--- src/rtl/cpu_clock_ctrl.sv ---
// cpu_clock_ctrl: CPU clock-enable generator with run/divide/single-step modes,
// a debounced step key, and a PC breakpoint that halts into single-step.
module cpu_clock_ctrl #(
  parameter int DIV_W      = 24,
  parameter int ADDR_W     = 16,
  parameter int CNT_W      = 32,
  parameter int DEB_CYCLES = 50000
) (
  input  logic              CLOCK_50,
  input  logic              reset,
  input  logic [1:0]        mode,
  input  logic [DIV_W-1:0]  div_sel,
  input  logic              step_key,
  input  logic [ADDR_W-1:0] pc,
  input  logic              bp_enable,
  input  logic [ADDR_W-1:0] bp_addr,
  input  logic              resume,
  output logic              cpu_en,
  output logic              halted,
  output logic [CNT_W-1:0]  cycle_count
);
  localparam int DCW = $clog2(DEB_CYCLES + 1);
  localparam logic [1:0] M_RUN  = 2'b00;
  localparam logic [1:0] M_DIV  = 2'b01;
  localparam logic [1:0] M_STEP = 2'b10;

  typedef enum logic {ACTIVE, BREAK} state_t;

  state_t             state_q, state_d;
  logic [1:0]         sync_q;
  logic               deb_q, deb_d;
  logic [DCW-1:0]     dcnt_q, dcnt_d;
  logic               load_q;
  logic [1:0]         mode_q;
  logic [DIV_W-1:0]   div_q, div_d, div_cur;
  logic               tick, press, bp_hit;
  logic               armed_q, armed_d;
  logic               en_q, en_d;
  logic [CNT_W-1:0]   cnt_q;

  always_comb begin
    deb_d  = deb_q;
    dcnt_d = '0;
    if (sync_q[1] != deb_q) begin
      dcnt_d = dcnt_q + 1'b1;
      if (dcnt_q == DCW'(DEB_CYCLES - 1)) begin
        deb_d  = sync_q[1];
        dcnt_d = '0;
      end
    end
  end

  // Press fires on the cycle the debounced level is about to fall, so it
  // lands in cpu_en on the same edge that deb_q goes low.
  assign press = deb_q & ~deb_d;

  // load_q stands in for "divider holds div_sel" while and right after reset.
  assign div_cur = (load_q || mode != mode_q) ? div_sel : div_q;
  assign tick    = (div_cur == '0);
  assign div_d   = tick ? div_sel : div_cur - 1'b1;

  assign bp_hit = bp_enable & armed_q & (pc == bp_addr);

  always_comb begin
    state_d = state_q;
    en_d    = 1'b0;
    armed_d = armed_q | (pc != bp_addr);
    if (state_q == ACTIVE) begin
      if (bp_hit) begin
        state_d = BREAK;
        armed_d = 1'b0;
      end else begin
        en_d = (mode == M_RUN)  ? 1'b1 :
               (mode == M_DIV)  ? tick :
               (mode == M_STEP) ? press : 1'b0;
      end
    end else begin
      en_d = press;
      if (resume) state_d = ACTIVE;
    end
  end

  always_ff @(posedge CLOCK_50 or negedge reset) begin
    if (!reset) begin
      state_q <= ACTIVE;
      sync_q  <= 2'b11;
      deb_q   <= 1'b1;
      dcnt_q  <= '0;
      load_q  <= 1'b1;
      mode_q  <= M_RUN;
      div_q   <= '0;
      armed_q <= 1'b0;
      en_q    <= 1'b0;
      cnt_q   <= '0;
    end else begin
      state_q <= state_d;
      sync_q  <= {sync_q[0], step_key};
      deb_q   <= deb_d;
      dcnt_q  <= dcnt_d;
      load_q  <= 1'b0;
      mode_q  <= mode;
      div_q   <= div_d;
      armed_q <= armed_d;
      en_q    <= en_d;
      cnt_q   <= cnt_q + CNT_W'(en_d);
    end
  end

  assign cpu_en      = en_q;
  assign halted      = (state_q == BREAK);
  assign cycle_count = cnt_q;
endmodule

--- config.mk ---
export PLATFORM = sky130hd
export DESIGN_NAME = cpu_clock_ctrl
export DESIGN_NICKNAME = d
export VERILOG_FILES = /design/src/rtl/cpu_clock_ctrl.sv
export SDC_FILE = /design/constraint.sdc
export NUM_CORES = 1
export LEC_CHECK = 0
export ABC_AREA = 1
export BUFFER_PORTS_ARGS = -buffer_cell sky130_fd_sc_hd__buf_2
export CAP_MARGIN = 20
export CORE_MARGIN = 3
export CORE_UTILIZATION = 60
export DETAILED_ROUTE_END_ITERATION = 8
export GPL_TIMING_DRIVEN = 0
export PLACE_DENSITY = 0.86
export SLEW_MARGIN = 30
export SYNTH_ARGS = -nofsm -noshare
export SYNTH_HDL_FRONTEND = slang
export SYNTH_SLANG_ARGS = --single-unit
--- constraint.sdc ---
create_clock -name CLOCK_50 -period 11 [get_ports CLOCK_50]
set_clock_uncertainty 0.2 [all_clocks]
set_input_delay 2.2 -clock CLOCK_50 [delete_from_list [all_inputs] [get_ports CLOCK_50]]
set_output_delay 2.2 -clock CLOCK_50 [all_outputs]
set_load 0.01 [all_outputs]
==> results.py, run 1 <==
metrics = {
    "drt": {
        "drt_iter0_markers": 307,
        "drt-total-wl_um": 11600,
        "drcViolationCount": 0,
        "vias": 4520,
        "vias_per_cell": 5.26,
        "firstDrtPassIters": 6,
        "postRouteAntennaNets": 0,
        "wl_per_cell_um": 13.5,
    },
    "power_and_ir_drop": {
        "switching_share_pct": 29.1,
        "pwr_density_cell_nw_per_um2": 125,
        "irDropWorstVdd_mv": 0.0953,
        "p_comb_share_pct": 18.3,
        "power_frac_clock_pct": 34.0,
        "p_leak_nw": 3.01,
        "power_w": 0.000718,
        "p_sw_w": 0.000209,
        "seq_power_share_pct": 47.6,
        "intPower_w": 0.000509,
    },
    "clocking": {
        "cts-resized-gates": 0,
        "post_cts_buffers": 0,
        "root_buffer": "clkbuf_8",
        "clkSinkCount": 81,
        "ctsHoldBuffers": 0,
        "insertion_delay_ns": 0.35,
        "cts_tree": "yes",
        "cts_buffer_depth": 2,
        "htree_levels": 3,
        "clk_pin_slew_ns": 0.08,
        "cts_buffers": 9,
    },
    "synthesis": {
        "async_flop_share_pct": 100,
        "synth_edf_count": 0,
        "syn_area_per_cell_um2": 7.56,
        "yosysWarnings": 0,
        "syn_inst": 644,
        "synth.net_count": 711,
        "ys_seq_area_share_pct": 41.8,
        "synth_cell_types": 38,
        "ys_ff_latch": 81,
        "syn-cell-area_um2": 4870,
        "synth_ff_type": "dfrtp_1",
    },
    "critical_path": {
        "worst_ep_arrival_time_ns": 6.52,
        "criticalPathCategory": "input port to flop",
        "cp.required_ns": 11.04,
        "crit_path_start_kind": "input port",
        "critPathCaptureType": "flop",
        "critical_path_peak_fanout": 10,
    },
    "finish": {
        "fillCellCount": 610,
        "nets": 819,
        "fin_util_pct": 73.4,
        "multi_input_area_um2": 2410,
        "antenna_cells": 0,
        "seqCellArea_um2": 2030,
        "area_delta_synth_final_pct": 17.7,
        "final_cell_area_um2": 5730,
        "layout-drive-gt1-share_pct": 20.9,
    },
    "outcome": {
        "outcome": "finished clean",
    },
    "global_route": {
        "grtUsageTotal_pct": 26.7,
        "antenna_found_initial": 0,
        "grt_pass1_vias": 4267,
        "grt_first_pass_wirelength_um": 19100,
        "grt_max_degree": 53,
        "grt-ovfl-total": 0,
    },
    "min_path": {
        "min_path_type": "flop to flop",
    },
    "die": {
        "start_util_pct": 62.3,
        "io_pins": 97,
        "core_area_um2": 7810,
        "rows": 32,
        "die_w_um": 96.1,
        "die_h_um": 96.1,
        "die-area_um2": 9230,
    },
    "sta": {
        "hold_slack_ns": 0.160,
        "report.final.slew_viol_count": 0,
        "fmaxAchievable_ghz": 0.154,
        "layout_min_cycle_time_ns": 6.49,
        "finalSetupTns_ns": 0,
        "finalSetupViolCount": 0,
        "timing.final.crit_share_pct": 59.0,
        "rsz0062_at_grt": "no",
        "hold_viol": 0,
    },
    "job": {
        "drv_cap": 0,
    },
    "place": {
        "hpwlAfterDp_um": 8880,
        "place_congestion": 0.920,
        "dpl_cell_area_um2": 5510,
        "numPortBuffers": 96,
    },
}
## cell type report
class / count / share of cell area (%)
Clock inverter: 4 / 1.33
Buffer: 10 / 1.62
Sequential cell: 81 / 35.5
Multi-Input combinational cell: 464 / 42.0
Timing Repair Buffer: 97 / 8.98
Clock buffer: 12 / 2.53
Inverter: 89 / 5.85
Tap cell: 102 / 2.23
## placed cells by master (no fill, tap or decap), drive strengths merged, types with 3 or more instances in the layout
master / Yosys / final
buf: 9 / 106
o21a: 3 / 3
inv: 88 / 89
a21oi: 8 / 8
nor3: 19 / 19
ha: 4 / 4
nand2: 176 / 176
nand3: 67 / 67
dfrtp: 77 / 77
dfstp: 4 / 4
nand4: 12 / 12
clkbuf: 1 / 13
nand3b: 4 / 4
xor2: 31 / 31
xnor2: 27 / 27
o21ai: 19 / 19
nor2: 82 / 82
## metrics by stage
stage          setup WS [ns]  instances
2_1_floorplan           5.20        644
6_report                4.51        859
3_5_place_dp            4.13        843
4_1_cts                 4.50        859
5_1_grt                 4.07        859
3_3_place_gp            4.31        842
## worst paths after layout
path,from,cells past startpoint,slack [ns],end
max in group asynchronous,reset,2,8.50,load_q
setup reg to reg,mode_q[1],25,6.13,cycle_count[28]
hold / removal,sync_q[0],0,0.16,sync_q[1]
min in group asynchronous,reset,1,1.51,halted
hold reg to reg,sync_q[0],0,0.16,sync_q[1]
setup / recovery,mode[1],26,4.51,cycle_count[28]
## power by group through the flow
stage | logic, W | clock network [W] | registers, W
after floorplan | 0.0000721 | 0 | 0.000350
after global placement | 0.000124 | 0 | 0.000346
after detailed placement | 0.000131 | 0 | 0.000347
after CTS | 0.000132 | 0.000246 | 0.000342
after global routing | 0.000148 | 0.000260 | 0.000345
final | 0.000132 | 0.000244 | 0.000342
## kinds of logic (layout without fill, tap and decap cells)
kind of cell / Yosys count / count (layout) / share of synthesized area, %
other cells: 1 / 1 / 0.0771
flops: 81 / 81 / 41.8
simple gates: 365 / 365 / 33.7
fa+ha+maj: 4 / 4 / 1.03
compound gates: 36 / 36 / 4.19
buf+inv: 99 / 212 / 8.79
xor+xnor: 58 / 58 / 10.4
## critical path: stages
cell      delay [ns]
buf_2           0.12
inv_1           0.08
nand2_2         0.07
nand2_4         0.12
clkbuf_1        0.42
nand3_1         0.13
nand2_1         0.13
ha_1            0.22
inv_1           0.09
nor2_2          0.19
nand2_2         0.12
nor2_4          0.27
nand3_1         0.13
a21oi_1         0.30
ha_1            0.23
ha_1            0.18
nand3_1         0.15
inv_1           0.08
nand2_1         0.09
nor3_2          0.22
nand4_1         0.21
nor2_2          0.24
nand2_1         0.14
nor2_1          0.17
nand2_1         0.09
xnor2_1         0.13
## state kept, by name (all words and copies together) (netlist names)
name	cells
mode_q	2
div_q	24
sync_q	2
dcnt_q	16
cycle_count	32
cpu_en	1
halted	1
load_q	1
armed_q	1
deb_q	1
## synth_stat cells, drive strengths merged, types with 3 or more instances
| cell | count | share of area, % |
|---|---|---|
| nand2 | 176 | 14 |
| inv | 88 | 6.8 |
| nor2 | 82 | 7.4 |
| dfrtp | 77 | 40 |
| nand3 | 67 | 7.0 |
| xor2 | 31 | 5.6 |
| xnor2 | 27 | 4.9 |
| nor3 | 19 | 2.1 |
| o21ai | 19 | 2.0 |
| nand4 | 12 | 1.5 |
| buf | 9 | 1.8 |
| a21oi | 8 | 0.82 |
| dfstp | 4 | 2.2 |
| ha | 4 | 1.0 |
| nand3b | 4 | 0.62 |
| o21a | 3 | 0.46 |
## per-layer routing
metal,global-route usage (%),up-vias,routed length (um),part of all wire (%)
li1,-,2235,-,-
met3,5.24,27,678,5.9
met1,35.8,2084,4950,43
met4,8.77,0,249,2.2
met2,43.3,174,5690,49
met5,0,-,0,0
Power figures use the tool's default switching activity.
==> run 2: changes to the inputs <==
Settings changed: CORE_UTILIZATION 60 to 50, PLACE_DENSITY 0.86 to 0.76.
Clock period 11 ns to 5.8 ns, I/O delays scaled along.
==> run 2 against run 1 <==
Effect of this change: worst setup slack worse by 4.1 ns; critical path depth up 1; sequential share of layout area down 0.15 points; clock-buffer cell count down 3.
==> results.py, run 2 (same netlist as run 1, synthesis figures left out) <==
metrics = {
    "outcome": {
        "outcome": "finished clean",
    },
    "finish": {
        "nets": 819,
        "final_cell_area_um2": 5750,
        "layout-drive-gt1-share_pct": 21.3,
        "layout_commonest_cell": "nand2_1",
        "fin_util_pct": 61.7,
        "multi_input_area_um2": 2410,
        "area_delta_synth_final_pct": 18.3,
        "fillCellCount": 875,
        "largest_reg_flops": 32,
        "mostFrequentLayoutCells": "nand2_1, buf_2, inv_1, dfrtp_1, nor2_1",
        "antenna_cells": 0,
        "seqCellArea_um2": 2030,
    },
    "place": {
        "pre_cts_ws_ns": -0.00809,
        "place_congestion": 0.915,
        "dpl_cell_area_um2": 5540,
        "numPortBuffers": 96,
        "hpwlAfterDp_um": 9060,
    },
    "die": {
        "die_h_um": 105,
        "die-area_um2": 11000,
        "die_w_um": 105,
        "io_pins": 97,
        "rows": 35,
        "core_area_um2": 9330,
        "start_util_pct": 52.2,
    },
    "global_route": {
        "grt_pass1_vias": 4423,
        "antenna_found_initial": 0,
        "grt_max_degree": 61,
        "grt_first_pass_wirelength_um": 20100,
        "grt-ovfl-total": 0,
        "grtUsageTotal_pct": 22.3,
    },
    "drt": {
        "firstDrtPassIters": 7,
        "drt-total-wl_um": 11700,
        "postRouteAntennaNets": 0,
        "drcViolationCount": 0,
        "vias": 4519,
        "wl_per_cell_um": 13.2,
        "drt_iter0_markers": 215,
        "vias_per_cell": 5.10,
    },
    "critical_path": {
        "worst_ep_arrival_time_ns": 5.40,
        "criticalPathCategory": "input port to flop",
        "critPathCaptureType": "flop",
        "crit_path_start_kind": "input port",
        "critical_path_peak_fanout": 10,
        "cp.required_ns": 5.84,
    },
    "clocking": {
        "root_buffer": "clkbuf_8",
        "insertion_delay_ns": 0.36,
        "cts_buffers": 9,
        "cts_buffer_depth": 2,
        "clkSinkCount": 81,
        "post_cts_buffers": 0,
        "clk_pin_slew_ns": 0.08,
        "cts_tree": "yes",
        "ctsHoldBuffers": 0,
        "htree_levels": 3,
    },
    "sta": {
        "fmaxAchievable_ghz": 0.187,
        "timing.final.ws_setup_ns": 0.447,
        "timing.final.crit_share_pct": 92.3,
        "layout_min_cycle_time_ns": 5.35,
        "finalSetupTns_ns": 0,
        "hold_viol": 0,
        "rsz0062_at_grt": "no",
        "report.final.slew_viol_count": 0,
        "finalSetupViolCount": 0,
    },
    "power_and_ir_drop": {
        "p_leak_nw": 3.01,
        "pwr_density_cell_nw_per_um2": 230,
        "power_w": 0.00132,
        "irDropWorstVdd_mv": 0.163,
    },
    "job": {
        "drv_cap": 0,
    },
    "min_path": {
        "min_path_type": "flop to flop",
    },
}
## run 2: changes by cell type in the layout (fill, tap and decap cells not counted), sizes merged
cell / before / now
clkinv: 1 / 5
clkbuf: 13 / 10
bufinv: 2 / 1
## run 2: metal layers
layer,vias up,track usage [%],share of wire (%)
li1,2238,-,-
met1,2123,28.0,42
met2,132,37.9,50
met3,26,3.58,5.3
met4,0,9.75,2.5
met5,-,0,0
## run 2: path summary, 6_finish.rpt
path	slack, ns	startpoint	cells after the start	endpoint
setup / recovery	0.45	mode[1]	27	cycle_count[28]
hold / removal	0.16	sync_q[0]	0	sync_q[1]
setup reg to reg	1.06	mode_q[1]	26	cycle_count[28]
hold reg to reg	0.16	sync_q[0]	0	sync_q[1]
max in group asynchronous	4.41	reset	2	halted
min in group asynchronous	0.43	reset	1	div_q[12]
## run 2: area by class of cell
class / count / area share, %
plain buffers: 10 / 1.61
clock buffers: 9 / 2.15
clock inverters: 7 / 1.39
inverters: 89 / 5.83
multi-input cells: 464 / 42.0
flip-flops and latches: 81 / 35.3
well taps: 129 / 2.80
repair buffers: 97 / 8.94
## run 2: stage by stage
stage          hold WS [ns]  std cells
6_report              0.161        886
5_1_grt               0.163        886
4_1_cts               0.161        886
3_5_place_dp          0.149        870
3_3_place_gp          0.147        869
2_1_floorplan         0.145        644
## run 2: worst max-delay path: stages
cell and delay [ns]:
buf_2 0.13, inv_1 0.10, nand2_2 0.08, nand2_4 0.13, nand3_2 0.15, buf_6 0.18
buf_6 0.15, o21ai_2 0.18, ha_1 0.25, inv_1 0.10, nor2_2 0.18, nand2_2 0.12
nor2_4 0.22, nand3_1 0.17, a21oi_2 0.19, ha_1 0.20, ha_1 0.19, nand3_1 0.16
inv_1 0.09, nand2_1 0.09, nor3_2 0.22, nand4_1 0.23, nor2_4 0.19, nand2_1 0.13
nor2_1 0.18, nand2_1 0.09, xnor2_1 0.12
## run 2: report_power, final
group | internal (W) | switching, W
registers | 0.000611 | 0.0000361
logic | 0.0000976 | 0.000151
clock network | 0.000203 | 0.000223
total | 0.000912 | 0.000410
## run 2: timing repair
action                     4_1_cts  5_1_grt
setup endpoints to repair        0        2
gates resized for setup          0        2
hold endpoints to repair         0        0
==> run 3: changes to the inputs <==
Settings changed: CORE_ASPECT_RATIO from default to 1.25.
==> run 3 against run 2 <==
Effect of this change: critical path type unchanged; sequential cell count is the same; sequential share of layout area shrank 0.60 points; clock power grew 40%; global-route usage grew 0.90 points; combinational power is essentially flat; cell count shrank 0.56%; via count shrank 0.55%; first-iteration DRC count grew 24%; critical path depth is the same; hold slack is essentially flat; maximum frequency shrank 0.22%; largest cell class unchanged.
==> results.py, run 3 (same netlist as run 1, synthesis figures left out) <==
metrics = {
    "outcome": {
        "outcome": "finished clean",
    },
    "sta": {
        "rsz0062_at_grt": "no",
        "fmaxAchievable_ghz": 0.186,
        "finalSetupViolCount": 0,
        "timing.final.crit_share_pct": 92.5,
        "hold_viol": 0,
        "finalSetupTns_ns": 0,
        "layout_min_cycle_time_ns": 5.36,
        "report.final.slew_viol_count": 0,
    },
    "place": {
        "place_congestion": 0.938,
        "dpl_cell_area_um2": 5530,
        "numPortBuffers": 96,
        "hpwlAfterDp_um": 8960,
        "place_inst": 864,
    },
    "drt": {
        "vias": 4494,
        "drcViolationCount": 0,
        "vias_per_cell": 5.10,
        "wl_per_cell_um": 13.6,
        "firstDrtPassIters": 5,
        "postRouteAntennaNets": 0,
        "drt_iter0_markers": 267,
        "drt-total-wl_um": 12000,
    },
    "finish": {
        "final_cell_area_um2": 5850,
        "mostFrequentLayoutCells": "nand2_1, buf_2, inv_1, dfrtp_1, nor2_1",
        "layout.cells.non_filler": 881,
        "largest_reg_flops": 32,
        "layout_commonest_cell": "nand2_1",
        "fin_util_pct": 62.8,
        "fillCellCount": 840,
        "area_delta_synth_final_pct": 20.3,
        "nets": 819,
        "layout-drive-gt1-share_pct": 21.3,
    },
    "clocking": {
        "htree_levels": 3,
        "clk_pin_slew_ns": 0.06,
        "clkSinkCount": 81,
        "insertion_delay_ns": 0.33,
        "cts_buffer_depth": 2,
        "cts_tree": "yes",
        "root_buffer": "clkbuf_16",
        "post_cts_buffers": 0,
        "cts_buffers": 9,
    },
    "die": {
        "rows": 39,
        "io_pins": 97,
        "die-area_um2": 11000,
        "start_util_pct": 52.2,
        "die_w_um": 94.2,
        "die_h_um": 116,
        "core_area_um2": 9320,
    },
    "power_and_ir_drop": {
        "p_leak_nw": 3.06,
        "p_sw_w": 0.000418,
        "pwr_density_cell_nw_per_um2": 255,
        "p_comb_share_pct": 16.6,
        "intPower_w": 0.00108,
        "irDropWorstVdd_mv": 0.218,
        "power_frac_clock_pct": 39.9,
        "seq_power_share_pct": 43.5,
        "switching_share_pct": 27.9,
    },
    "global_route": {
        "grt_max_degree": 50,
        "grt_first_pass_wirelength_um": 20300,
        "grt-ovfl-total": 0,
        "grt_pass1_vias": 4583,
        "grtUsageTotal_pct": 23.2,
        "antenna_found_initial": 0,
    },
    "critical_path": {
        "r2r_slack_ns": 1.03,
        "crit_path_start_kind": "input port",
        "critPathMaxStageDelay_ns": 0.25,
        "worst_ep_arrival_time_ns": 5.38,
        "timing.rr.start": "mode_q[1]",
        "crit_path_top_delay_cell": "a21oi_1",
        "cpLargestDelayFamily": "simple AND/OR/NAND/NOR gates",
        "criticalPathCategory": "input port to flop",
        "cp_num_buf_inv": 6,
        "rr_endpoint": "cycle_count[28]",
        "reg2reg_depth": 26,
        "critical_path_peak_fanout": 10,
        "cp.required_ns": 5.82,
        "critPathCaptureType": "flop",
    },
    "min_path": {
        "hold_start": "sync_q[0]",
        "holdPathStages": 0,
        "min_path_type": "flop to flop",
        "whs_endpoint": "sync_q[1]",
    },
    "job": {
        "drv_cap": 0,
    },
}
run 3: power groups by stage:
stage          logic (W)  clock network, W  registers [W]
2_1_floorplan   0.000137                 0       0.000664
3_3_place_gp    0.000237                 0       0.000657
3_5_place_dp    0.000248                 0       0.000658
4_1_cts         0.000249          0.000602       0.000650
5_1_grt         0.000277          0.000631       0.000657
6_report        0.000248          0.000597       0.000650
run 3: stage by stage:
| stage | setup slack [ns] | total power (W) | hold slack [ns] |
|---|---|---|---|
| 4_1_cts | 0.402 | 0.00150 | 0.159 |
| 2_1_floorplan | 1.04 | 0.000801 | 0.145 |
| 3_5_place_dp | 0.0602 | 0.000907 | 0.155 |
| 3_3_place_gp | 0.161 | 0.000893 | 0.147 |
| 5_1_grt | 0.0608 | 0.00156 | 0.163 |
| 6_report | 0.435 | 0.00150 | 0.161 |
run 3: final cells by class:
class                   instances  area [um^2]  share of cell area (%)
clock buffers                  12          267                    4.55
flip-flops and latches         81         2030                    34.7
inverters                      89          335                    5.73
multi-input cells             464         2410                    41.1
well taps                     123          154                    2.63
repair buffers                 97          514                    8.78
plain buffers                  10         93.8                    1.60
diodes                          1         2.50                  0.0427
clock inverters                 4         50.0                   0.855
run 3: how the worst max path moves through the flow:
stage | start | endpoint | slack, ns | cells past startpoint
after CTS | mode[1] | cycle_count[28] | 0.40 | 27
after detailed placement | mode[1] | cycle_count[28] | 0.06 | 27
final | mode[1] | cycle_count[28] | 0.44 | 27
after floorplan | mode[1] | cycle_count[28] | 1.04 | 26
after global placement | mode[1] | cycle_count[28] | 0.16 | 27
after global routing | mode[1] | cycle_count[28] | 0.06 | 27
run 3: timing repair:
item | 4_1_cts | 5_1_grt
endpoints found under the setup margin | 0 | 1
hold buffers | 0 | 0
resized for setup | 0 | 2
hold endpoints to repair | 0 | 0
run 3: worst reg2reg max path: cells and delay by family (launching register included):
| kind | cells | cell delay (ns) |
|---|---|---|
| xor gates and xnor gates | 1 | 0.12 |
| adders and majority gates | 3 | 0.64 |
| and+or+nand+nor | 15 | 2.33 |
| DFF | 1 | 0.38 |
| buffers and inverters | 5 | 0.57 |
| AOI/OAI and AO/OA | 2 | 0.41 |
run 3: layer usage:
metal | vias up | part of all wire, % | track usage [%]
li1 | 2243 | - | -
met1 | 2094 | 42 | 27.8
met2 | 126 | 49 | 39.9
met3 | 31 | 5.7 | 5.09
met4 | 0 | 3.2 | 10.4
met5 | - | 0 | 0
